`src/rtl/split_bus_pkg.sv`:
```
// Shared definitions for the split-transaction serial bus: initiator
// state encoding, bus direction constants and default bus widths.
package split_bus_pkg;

  typedef enum logic [1:0] {
    ST_IDLE       = 2'd0,
    ST_BUS_REQ    = 2'd1,
    ST_WAIT_RESP  = 2'd2,
    ST_SPLIT_WAIT = 2'd3
  } init_state_e;

  localparam logic BUS_RW_WRITE = 1'b1;
  localparam logic BUS_RW_READ  = 1'b0;

  localparam int ADDR_W = 16;
  localparam int DATA_W = 8;

endpackage

```
`src/rtl/split_initiator.sv`:
```
// Split-transaction bus initiator. Takes one local command, arbitrates for
// the bus, issues a single-cycle address/data strobe and completes on ack.
// A read deferred by split_ack releases the bus and completes later when
// the target returns data together with ack.
// Optional build macro SPLIT_INIT_TIMEOUT_EN adds a response-wait timeout
// of TIMEOUT_CYCLES cycles that completes the command with rsp_err=1.
module split_initiator
  import split_bus_pkg::*;
#(
  parameter int ADDR_WIDTH     = ADDR_W,
  parameter int DATA_WIDTH     = DATA_W,
  parameter int TIMEOUT_CYCLES = 64
) (
  input  logic                  clk,
  input  logic                  rst_n,
  input  logic                  cmd_valid,
  output logic                  cmd_ready,
  input  logic [ADDR_WIDTH-1:0] cmd_addr,
  input  logic [DATA_WIDTH-1:0] cmd_wdata,
  input  logic                  cmd_rw,
  output logic                  rsp_valid,
  output logic [DATA_WIDTH-1:0] rsp_rdata,
  output logic                  rsp_err,
  output logic                  bus_req,
  input  logic                  bus_grant,
  output logic [ADDR_WIDTH-1:0] init_addr_out,
  output logic                  init_addr_out_valid,
  output logic [DATA_WIDTH-1:0] init_data_out,
  output logic                  init_data_out_valid,
  output logic                  init_rw,
  input  logic [DATA_WIDTH-1:0] init_data_in,
  input  logic                  init_data_in_valid,
  input  logic                  init_ack,
  input  logic                  init_split_ack,
  input  logic                  init_ready
);

  if (TIMEOUT_CYCLES < 1) begin : g_bad_timeout
    $error("split_initiator: TIMEOUT_CYCLES must be >= 1");
  end

  init_state_e           r_state, w_state;
  logic [ADDR_WIDTH-1:0] r_cmd_addr, w_cmd_addr;
  logic [DATA_WIDTH-1:0] r_cmd_wdata, w_cmd_wdata;
  logic                  r_cmd_rw, w_cmd_rw;
  logic                  r_bus_req, w_bus_req;
  logic [ADDR_WIDTH-1:0] r_addr_out, w_addr_out;
  logic                  r_addr_vld, w_addr_vld;
  logic [DATA_WIDTH-1:0] r_data_out, w_data_out;
  logic                  r_data_vld, w_data_vld;
  logic                  r_rw_out, w_rw_out;
  logic                  r_rsp_valid, w_rsp_valid;
  logic [DATA_WIDTH-1:0] r_rsp_rdata, w_rsp_rdata;
  logic                  r_rsp_err, w_rsp_err;
  logic                  w_done;
  logic [DATA_WIDTH-1:0] w_done_data;
  logic                  w_issue;
  logic                  w_waiting;
  logic                  w_tmo_hit;

  assign w_issue   = (r_state == ST_BUS_REQ) && bus_grant && init_ready;
  assign w_waiting = (r_state == ST_WAIT_RESP) || (r_state == ST_SPLIT_WAIT);

`ifdef SPLIT_INIT_TIMEOUT_EN
  localparam int CNT_W = $clog2(TIMEOUT_CYCLES + 1);

  logic [CNT_W-1:0] r_tmo_cnt;

  // The timeout fires in the cycle the counter is about to reach the limit,
  // so rsp_valid appears exactly TIMEOUT_CYCLES cycles after the strobe.
  assign w_tmo_hit = w_waiting && (r_tmo_cnt == CNT_W'(TIMEOUT_CYCLES - 1));

  // Count cycles spent waiting for the response; restart on every issue.
  always_ff @(posedge clk or negedge rst_n) begin
    if (!rst_n) begin
      r_tmo_cnt <= '0;
    end else if (w_issue) begin
      r_tmo_cnt <= '0;
    end else if (w_waiting) begin
      r_tmo_cnt <= r_tmo_cnt + CNT_W'(1);
    end
  end
`else
  assign w_tmo_hit = 1'b0;
`endif

  // Next-state and registered-output logic for the transaction FSM.
  always_comb begin
    // NOTE: every signal gets a default before the case so no path leaves
    // one unassigned, which would infer a latch.
    w_state     = r_state;
    w_cmd_addr  = r_cmd_addr;
    w_cmd_wdata = r_cmd_wdata;
    w_cmd_rw    = r_cmd_rw;
    w_bus_req   = r_bus_req;
    w_addr_out  = r_addr_out;
    w_addr_vld  = 1'b0;
    w_data_out  = r_data_out;
    w_data_vld  = 1'b0;
    w_rw_out    = r_rw_out;
    w_rsp_valid = 1'b0;
    w_rsp_rdata = r_rsp_rdata;
    w_rsp_err   = r_rsp_err;
    w_done      = 1'b0;
    w_done_data = '0;

    case (r_state)
      ST_IDLE: begin
        if (cmd_valid) begin
          w_cmd_addr  = cmd_addr;
          w_cmd_wdata = cmd_wdata;
          w_cmd_rw    = cmd_rw;
          w_bus_req   = 1'b1;
          w_state     = ST_BUS_REQ;
        end
      end
      ST_BUS_REQ: begin
        if (w_issue) begin
          w_addr_vld = 1'b1;
          w_data_vld = (r_cmd_rw == BUS_RW_WRITE);
          w_addr_out = r_cmd_addr;
          w_data_out = r_cmd_wdata;
          w_rw_out   = r_cmd_rw;
          w_state    = ST_WAIT_RESP;
        end
      end
      ST_WAIT_RESP: begin
        if (r_cmd_rw == BUS_RW_WRITE) begin
          w_done = init_ack;
        end else if (r_cmd_rw == BUS_RW_READ) begin
          if (init_ack && init_data_in_valid) begin
            w_done      = 1'b1;
            w_done_data = init_data_in;
          end else if (init_split_ack && !init_ack) begin
            w_bus_req = 1'b0;
            w_state   = ST_SPLIT_WAIT;
          end
        end
      end
      ST_SPLIT_WAIT: begin
        if (init_ack && init_data_in_valid) begin
          w_done      = 1'b1;
          w_done_data = init_data_in;
        end
      end
      default: w_state = ST_IDLE;
    endcase

    // Completion takes priority over a timeout in the same cycle.
    if (w_done) begin
      w_bus_req   = 1'b0;
      w_rsp_valid = 1'b1;
      w_rsp_rdata = w_done_data;
      w_rsp_err   = 1'b0;
      w_state     = ST_IDLE;
    end else if (w_tmo_hit) begin
      w_bus_req   = 1'b0;
      w_rsp_valid = 1'b1;
      w_rsp_rdata = '0;
      w_rsp_err   = 1'b1;
      w_state     = ST_IDLE;
    end
  end

  // State, latched command and registered outputs.
  always_ff @(posedge clk or negedge rst_n) begin
    if (!rst_n) begin
      r_state     <= ST_IDLE;
      r_cmd_addr  <= '0;
      r_cmd_wdata <= '0;
      r_cmd_rw    <= 1'b0;
      r_bus_req   <= 1'b0;
      r_addr_out  <= '0;
      r_addr_vld  <= 1'b0;
      r_data_out  <= '0;
      r_data_vld  <= 1'b0;
      r_rw_out    <= 1'b0;
      r_rsp_valid <= 1'b0;
      r_rsp_rdata <= '0;
      r_rsp_err   <= 1'b0;
    end else begin
      // NOTE: non-blocking assignments so every register samples the values
      // computed from the previous cycle, independent of statement order.
      r_state     <= w_state;
      r_cmd_addr  <= w_cmd_addr;
      r_cmd_wdata <= w_cmd_wdata;
      r_cmd_rw    <= w_cmd_rw;
      r_bus_req   <= w_bus_req;
      r_addr_out  <= w_addr_out;
      r_addr_vld  <= w_addr_vld;
      r_data_out  <= w_data_out;
      r_data_vld  <= w_data_vld;
      r_rw_out    <= w_rw_out;
      r_rsp_valid <= w_rsp_valid;
      r_rsp_rdata <= w_rsp_rdata;
      r_rsp_err   <= w_rsp_err;
    end
  end

  assign cmd_ready           = (r_state == ST_IDLE);
  assign rsp_valid           = r_rsp_valid;
  assign rsp_rdata           = r_rsp_rdata;
  assign rsp_err             = r_rsp_err;
  assign bus_req             = r_bus_req;
  assign init_addr_out       = r_addr_out;
  assign init_addr_out_valid = r_addr_vld;
  assign init_data_out       = r_data_out;
  assign init_data_out_valid = r_data_vld;
  assign init_rw             = r_rw_out;

endmodule

```
`config.mk`:
```
export PLATFORM = sky130hd
export DESIGN_NAME = split_initiator
export DESIGN_NICKNAME = d
export VERILOG_FILES = /design/src/rtl/split_bus_pkg.sv /design/src/rtl/split_initiator.sv
export SDC_FILE = /design/constraint.sdc
export NUM_CORES = 1
export LEC_CHECK = 0
export BUFFER_PORTS_ARGS = -buffer_cell sky130_fd_sc_hd__buf_2
export CAP_MARGIN = 15
export CORE_MARGIN = 8
export CORE_UTILIZATION = 30
export DETAILED_ROUTE_END_ITERATION = 12
export GPL_TIMING_DRIVEN = 0
export PLACE_DENSITY = 0.64
export SETUP_SLACK_MARGIN = 0.2
export SYNTH_ARGS = -nofsm -noshare
export SYNTH_HDL_FRONTEND = slang
export SYNTH_SLANG_ARGS = --single-unit
```
`constraint.sdc`:
```
create_clock -name clk -period 2.2 [get_ports clk]
set_clock_uncertainty 0.15 [all_clocks]
set_input_delay 0.22 -clock clk [delete_from_list [all_inputs] [get_ports clk]]
set_output_delay 0.22 -clock clk [all_outputs]
set_load 0.01 [all_outputs]
```
# Word level (Yosys, flattened, before mapping)
# Index checks and enable logic that the tools add are counted.
[op_classes]
eq_ne = 8
muxes = 24
n_reduce_logical = 12
[op_table]
columns = ["operator", "count"]
rows = [
  ["two-way mux 8 bit", 2],
  ["case mux 8 bit (2 select lines)", 1],
  ["two-way mux 1 bit", 12],
  ["two-way mux 2 bit", 6],
  ["!= test 3 bit (second input constant)", 3],
  ["!= test 3 x 2 -> 1 bit (second input constant)", 2],
  ["case mux 2 bit (3 select lines)", 1],
  ["AND reduction 6 bit", 1],
  ["AND reduction 5 bit", 1],
  ["== test 2 bit (second input constant)", 2],
  ["logical AND 1 bit", 4],
  ["case mux 1 bit (2 select lines)", 2],
  ["AND reduction 2 bit", 2],
  ["nonzero test 4 bit", 1],
  ["nonzero test 3 bit", 1],
  ["== test 2 x 1 -> 1 bit (second input constant)", 1],
  ["logical NOT 2 bit", 1],
  ["logical NOT 1 bit", 1],
]
[totals]
reg_bits = 64
input_bits = 41
output_inout_bits = 39

# Depth between registers and ports, before layout
[depth]
depth_word = 7
ltp_mapped = 7
ltp_nobuf = 7

# Least setup slack after synthesis
# OpenSTA, ideal clock, no wires.
[synth_timing]
path_type = "reg2reg"
startpoint = "register r_state[1]"
endpoint = "register r_addr_out[0], in the netlist init_addr_out[0]"
setup_ps = 125
arrival_ps = 1571
path_slack_ps = 354
path_stages_with_launch = 7
cell_sequence = "dfrtp_1 -> inv_1 -> ha_1 -> nand3_1 -> inv_2 -> buf_2 -> mux2_2"
[synth_between]
elab_chain_len = 4
[synth_lines]
columns = ["element", "line", "rtl"]
rows = [
  ["start: declaration", "split_initiator.sv:42", "init_state_e r_state, w_state;"],
  ["start signal: assignment", "split_initiator.sv:184", "r_state <= w_state;"],
  ["== test 2 x 1 -> 1 bit *", "split_initiator.sv:61, split_initiator.sv:107", ""],
  ["logical AND 1 bit (2 in a row)", "split_initiator.sv:61", "assign w_issue = (r_state == ST_BUS_REQ) && bus_grant && init_ready;"],
  ["AND reduction 2 bit (no source line) *", "--", ""],
  ["end signal: assignment", "split_initiator.sv:189", "r_addr_out <= w_addr_out;"],
  ["end: declaration", "split_initiator.sv:47", "logic [ADDR_WIDTH-1:0] r_addr_out, w_addr_out;"],
]
# Mark *: on every way between the ends. The rest lies on a longest branch, timed or not.
# A chain may end at the register's enable or synchronous reset.

# Worst setup path after layout
[layout_timing]
startpoint = "register r_state[1]"
endpoint = "register r_cmd_wdata[6]"
[layout_between]
elab_chain_len = 2
[layout_lines]
columns = ["element", "line", "rtl"]
rows = [
  ["logical NOT 2 bit", "split_initiator.sv:107", "case (r_state)"],
  ["AND reduction 2 bit (no source line)", "--", ""],
  ["end signal: assignment", "split_initiator.sv:186", "r_cmd_wdata <= w_cmd_wdata;"],
  ["end: declaration", "split_initiator.sv:44", "logic [DATA_WIDTH-1:0] r_cmd_wdata, w_cmd_wdata;"],
]
# No other way between the ends.

==> flow_metrics.py <==
metrics = {
    "floorplan": {
        "dieWidth_um": 108,
        "core_mm2": 0.00818,
        "die_h_um": 108,
        "dieArea_mm2": 0.0116,
        "initial_core_util_pct": 30.7,
        "rows": 33,
        "pin_count": 80,
    },
    "layout": {
        "final_util_pct": 44.7,
        "antenna_cells": 0,
        "areaGrowthSynthToFinish_pct": 45.6,
        "fillers": 759,
        "final_nets": 334,
        "layout-drive-gt1-share_pct": 52.7,
    },
    "worst_setup_path": {
        "startpoint_type": "register",
        "path_class": "register to register",
        "required_ns": 2.26,
        "critPathMaxStageDelay_ns": 0.43,
        "critPathBufInv": 2,
        "ff2ff_setup_slack_ns": 0.32,
        "critPathSlowestCell": "dfrtp_1",
        "crit_cells": 5,
        "arrival_ns": 1.94,
        "crit_path_end_kind": "register",
        "rr_worst_depth": 5,
        "cp_max_fo": 10,
        "worstPathCellList": "inv_1 > ha_1 > nand2_2 > buf_4 > mux2_2",
        "crit_family": "flip-flops",
    },
    "clock_tree": {
        "cts_buffers": 9,
        "htree_levels": 3,
        "root_buffer": "clkbuf_8",
        "cts_tree": "built",
        "clkTransAtPathRegs_ns": 0.07,
        "clock_sinks": 64,
        "clock_latency_ns": 0.33,
        "clockBufferDepth": 2,
    },
    "detailed_routing": {
        "drt_pre_antenna_iters": 4,
        "wl_per_cell_um": 14.2,
        "final_antenna_net_count": 0,
        "vias_per_cell": 4.36,
        "routed_wl_um": 5660,
        "drcViolationCount": 0,
        "drt_iter0_drc": 35,
        "dr_total_vias": 1739,
    },
    "timing": {
        "relSlewSlack_pct": 46.7,
        "period_minus_slack_ns": 1.88,
        "hold_violations": 0,
        "finalSetupViolations": 0,
        "fmax_mhz": 533,
        "finalMaxSlewViolations": 0,
        "worstMarginPinSlew_ns": 0.800,
        "period_share_pct": 85.3,
        "rsz0062_at_grt": "false",
    },
    "logic_synthesis": {
        "synth_edf_count": 0,
        "synth_cell_types": 25,
        "synth_seq_area_share_pct": 63.7,
        "syn-instance-count": 164,
        "netlist_top_cells_area": "dfrtp_1, mux2_2, a22o_1, ha_1, mux2_1",
        "async_flop_share_pct": 100,
        "yosys.area.top_type": "dfrtp_1",
        "syn_area_mm2": 0.00251,
        "yosys.area.top_type_share_pct": 63.7,
        "synth_warnings": 0,
        "synth_nets": 209,
        "ys.flop_type": "dfrtp_1",
        "avgSynthCellArea_um2": 15.3,
        "ys_seq_elements": 64,
    },
    "global_routing": {
        "grt_max_degree": 65,
        "first_global_vias": 1917,
        "grt_pass1_wl_um": 9560,
        "antenna_found_initial": 0,
        "grt_use_total_pct": 10.6,
        "overflow": 0,
    },
    "pwr": {
        "p_total_mw": 4.93,
        "power-per-cell-area_mw_per_mm2": 1350,
        "p_leak_nw": 1.80,
        "peakVddDrop_v": 0.000561,
    },
    "job": {
        "maxCapViolations": 0,
    },
    "min_path": {
        "whs_path_depth": 4,
        "hp-class": "input port to register",
    },
    "place": {
        "routabilityCongestion": 0.698,
        "hpwl_um": 3970,
        "numPortBuffers": 78,
    },
    "run_status": {
        "status": "complete, no violations",
    },
}
stage by stage:
| stage | std cells | worst slack (ns) | hold WS [ns] | setup TNS [ns] | instance area (um^2) |
|---|---|---|---|---|---|
| floorplan | 164 | 0.354 | -0.226 | 0 | 2510 |
| global placement | 347 | -0.00175 | 0.290 | -0.00221 | 3030 |
| finish | 399 | 0.323 | 0.143 | 0 | 3660 |
| global route | 399 | 0.202 | 0.168 | 0 | 3660 |
| detailed placement | 347 | -0.0480 | 0.221 | -0.300 | 3040 |
| CTS | 399 | 0.266 | 0.121 | 0 | 3650 |
power breakdown:
group	switching (mW)	internal [mW]	total [mW]	leakage, nW
Clock	0.433	0.784	1.22	0.124
Combinational	0.756	0.925	1.68	0.889
Sequential	0.283	1.75	2.03	0.782
Total	1.47	3.46	4.93	1.80
worst reg2reg max path, stage by stage, from the launching register on:
cell and delay, ns:
dfrtp_1 0.43, inv_1 0.13, ha_1 0.25, nand2_2 0.19, buf_4 0.25, mux2_2 0.36
sequential cells by signal, indices dropped and copies added (netlist names):
register,count
bus_req,1
init_addr_out,16
init_addr_out_valid,1
init_data_out,8
init_data_out_valid,1
init_rw,1
r_cmd_addr,16
r_cmd_rw,1
r_cmd_wdata,8
r_state,2
rsp_rdata,8
rsp_valid,1
synthesized netlist by cell type (3+ instances only):
master / count
dfrtp_1: 64
mux2_2: 45
a22o_1: 8
a21oi_1: 6
buf_2: 4
ha_1: 4
mux2_1: 4
inv_1: 3
nand2_1: 3
nor2_1: 3
placed cells by master (no fill, tap or decap), types with 4 or more instances in the layout:
cell type,synthesis,routed
buf_2,4,78
dfrtp_1,64,64
mux2_2,45,45
dlygate4sd3_1,0,34
clkbuf_8,0,10
a22o_1,8,8
buf_4,1,7
a21oi_1,6,6
mux2_1,4,4
final timing paths:
kind | start | endpoint
max in group asynchronous | rst_n | r_state[1]$_DFFE_PN0P_
setup / recovery | r_state[1]$_DFFE_PN0P_ | r_cmd_wdata[6]$_DFFE_PN0P_
hold reg to reg | r_cmd_wdata[7]$_DFFE_PN0P_ | init_data_out[7]$_DFFE_PN0P_
setup reg to reg | r_state[1]$_DFFE_PN0P_ | r_cmd_wdata[6]$_DFFE_PN0P_
hold / removal | init_data_in_valid | bus_req$_DFFE_PN0P_
min in group asynchronous | rst_n | rsp_rdata[7]$_DFFE_PN0P_
cell type report:
class                   count  area, um^2  share of cell area, %
plain buffers               5        35.0                  0.958
well taps                 105         131                   3.59
flip-flops and latches     64        1600                   43.8
clock buffers              11         141                   3.87
repair buffers            114         748                   20.5
clock inverters             5         104                   2.84
inverters                   5        18.8                  0.513
multi-input cells          90         877                   24.0
repair_timing:
item	CTS	global route
pin swaps	1	0
buffers inserted	2	0
gates resized for setup	5	2
hold buffers	34	0
setup endpoints to repair	36	17
cloned	0	0
endpoints found under the hold margin	97	0
kinds of logic (layout without fill, tap and decap cells):
family | count (synthesis) | count (layout) | synth area share [%]
adder cells (fa/ha/maj) | 4 | 4 | 1.99
flip-flops | 64 | 64 | 63.7
AND/OR/NAND/NOR | 15 | 15 | 3.39
other | 1 | 1 | 0.149
multiplexers | 49 | 49 | 22.0
buffers and inverters | 10 | 140 | 1.84
AO/OA/AOI/OAI | 21 | 21 | 6.92
routing by layer:
metal,GRT usage [%],share of wire [%],wire (um)
met1,12.1,42,2370
met2,17.0,51,2870
met3,3.41,5.6,317
met4,6.24,1.8,104
met5,0,0,0
(Power assumes the default switching activity.)
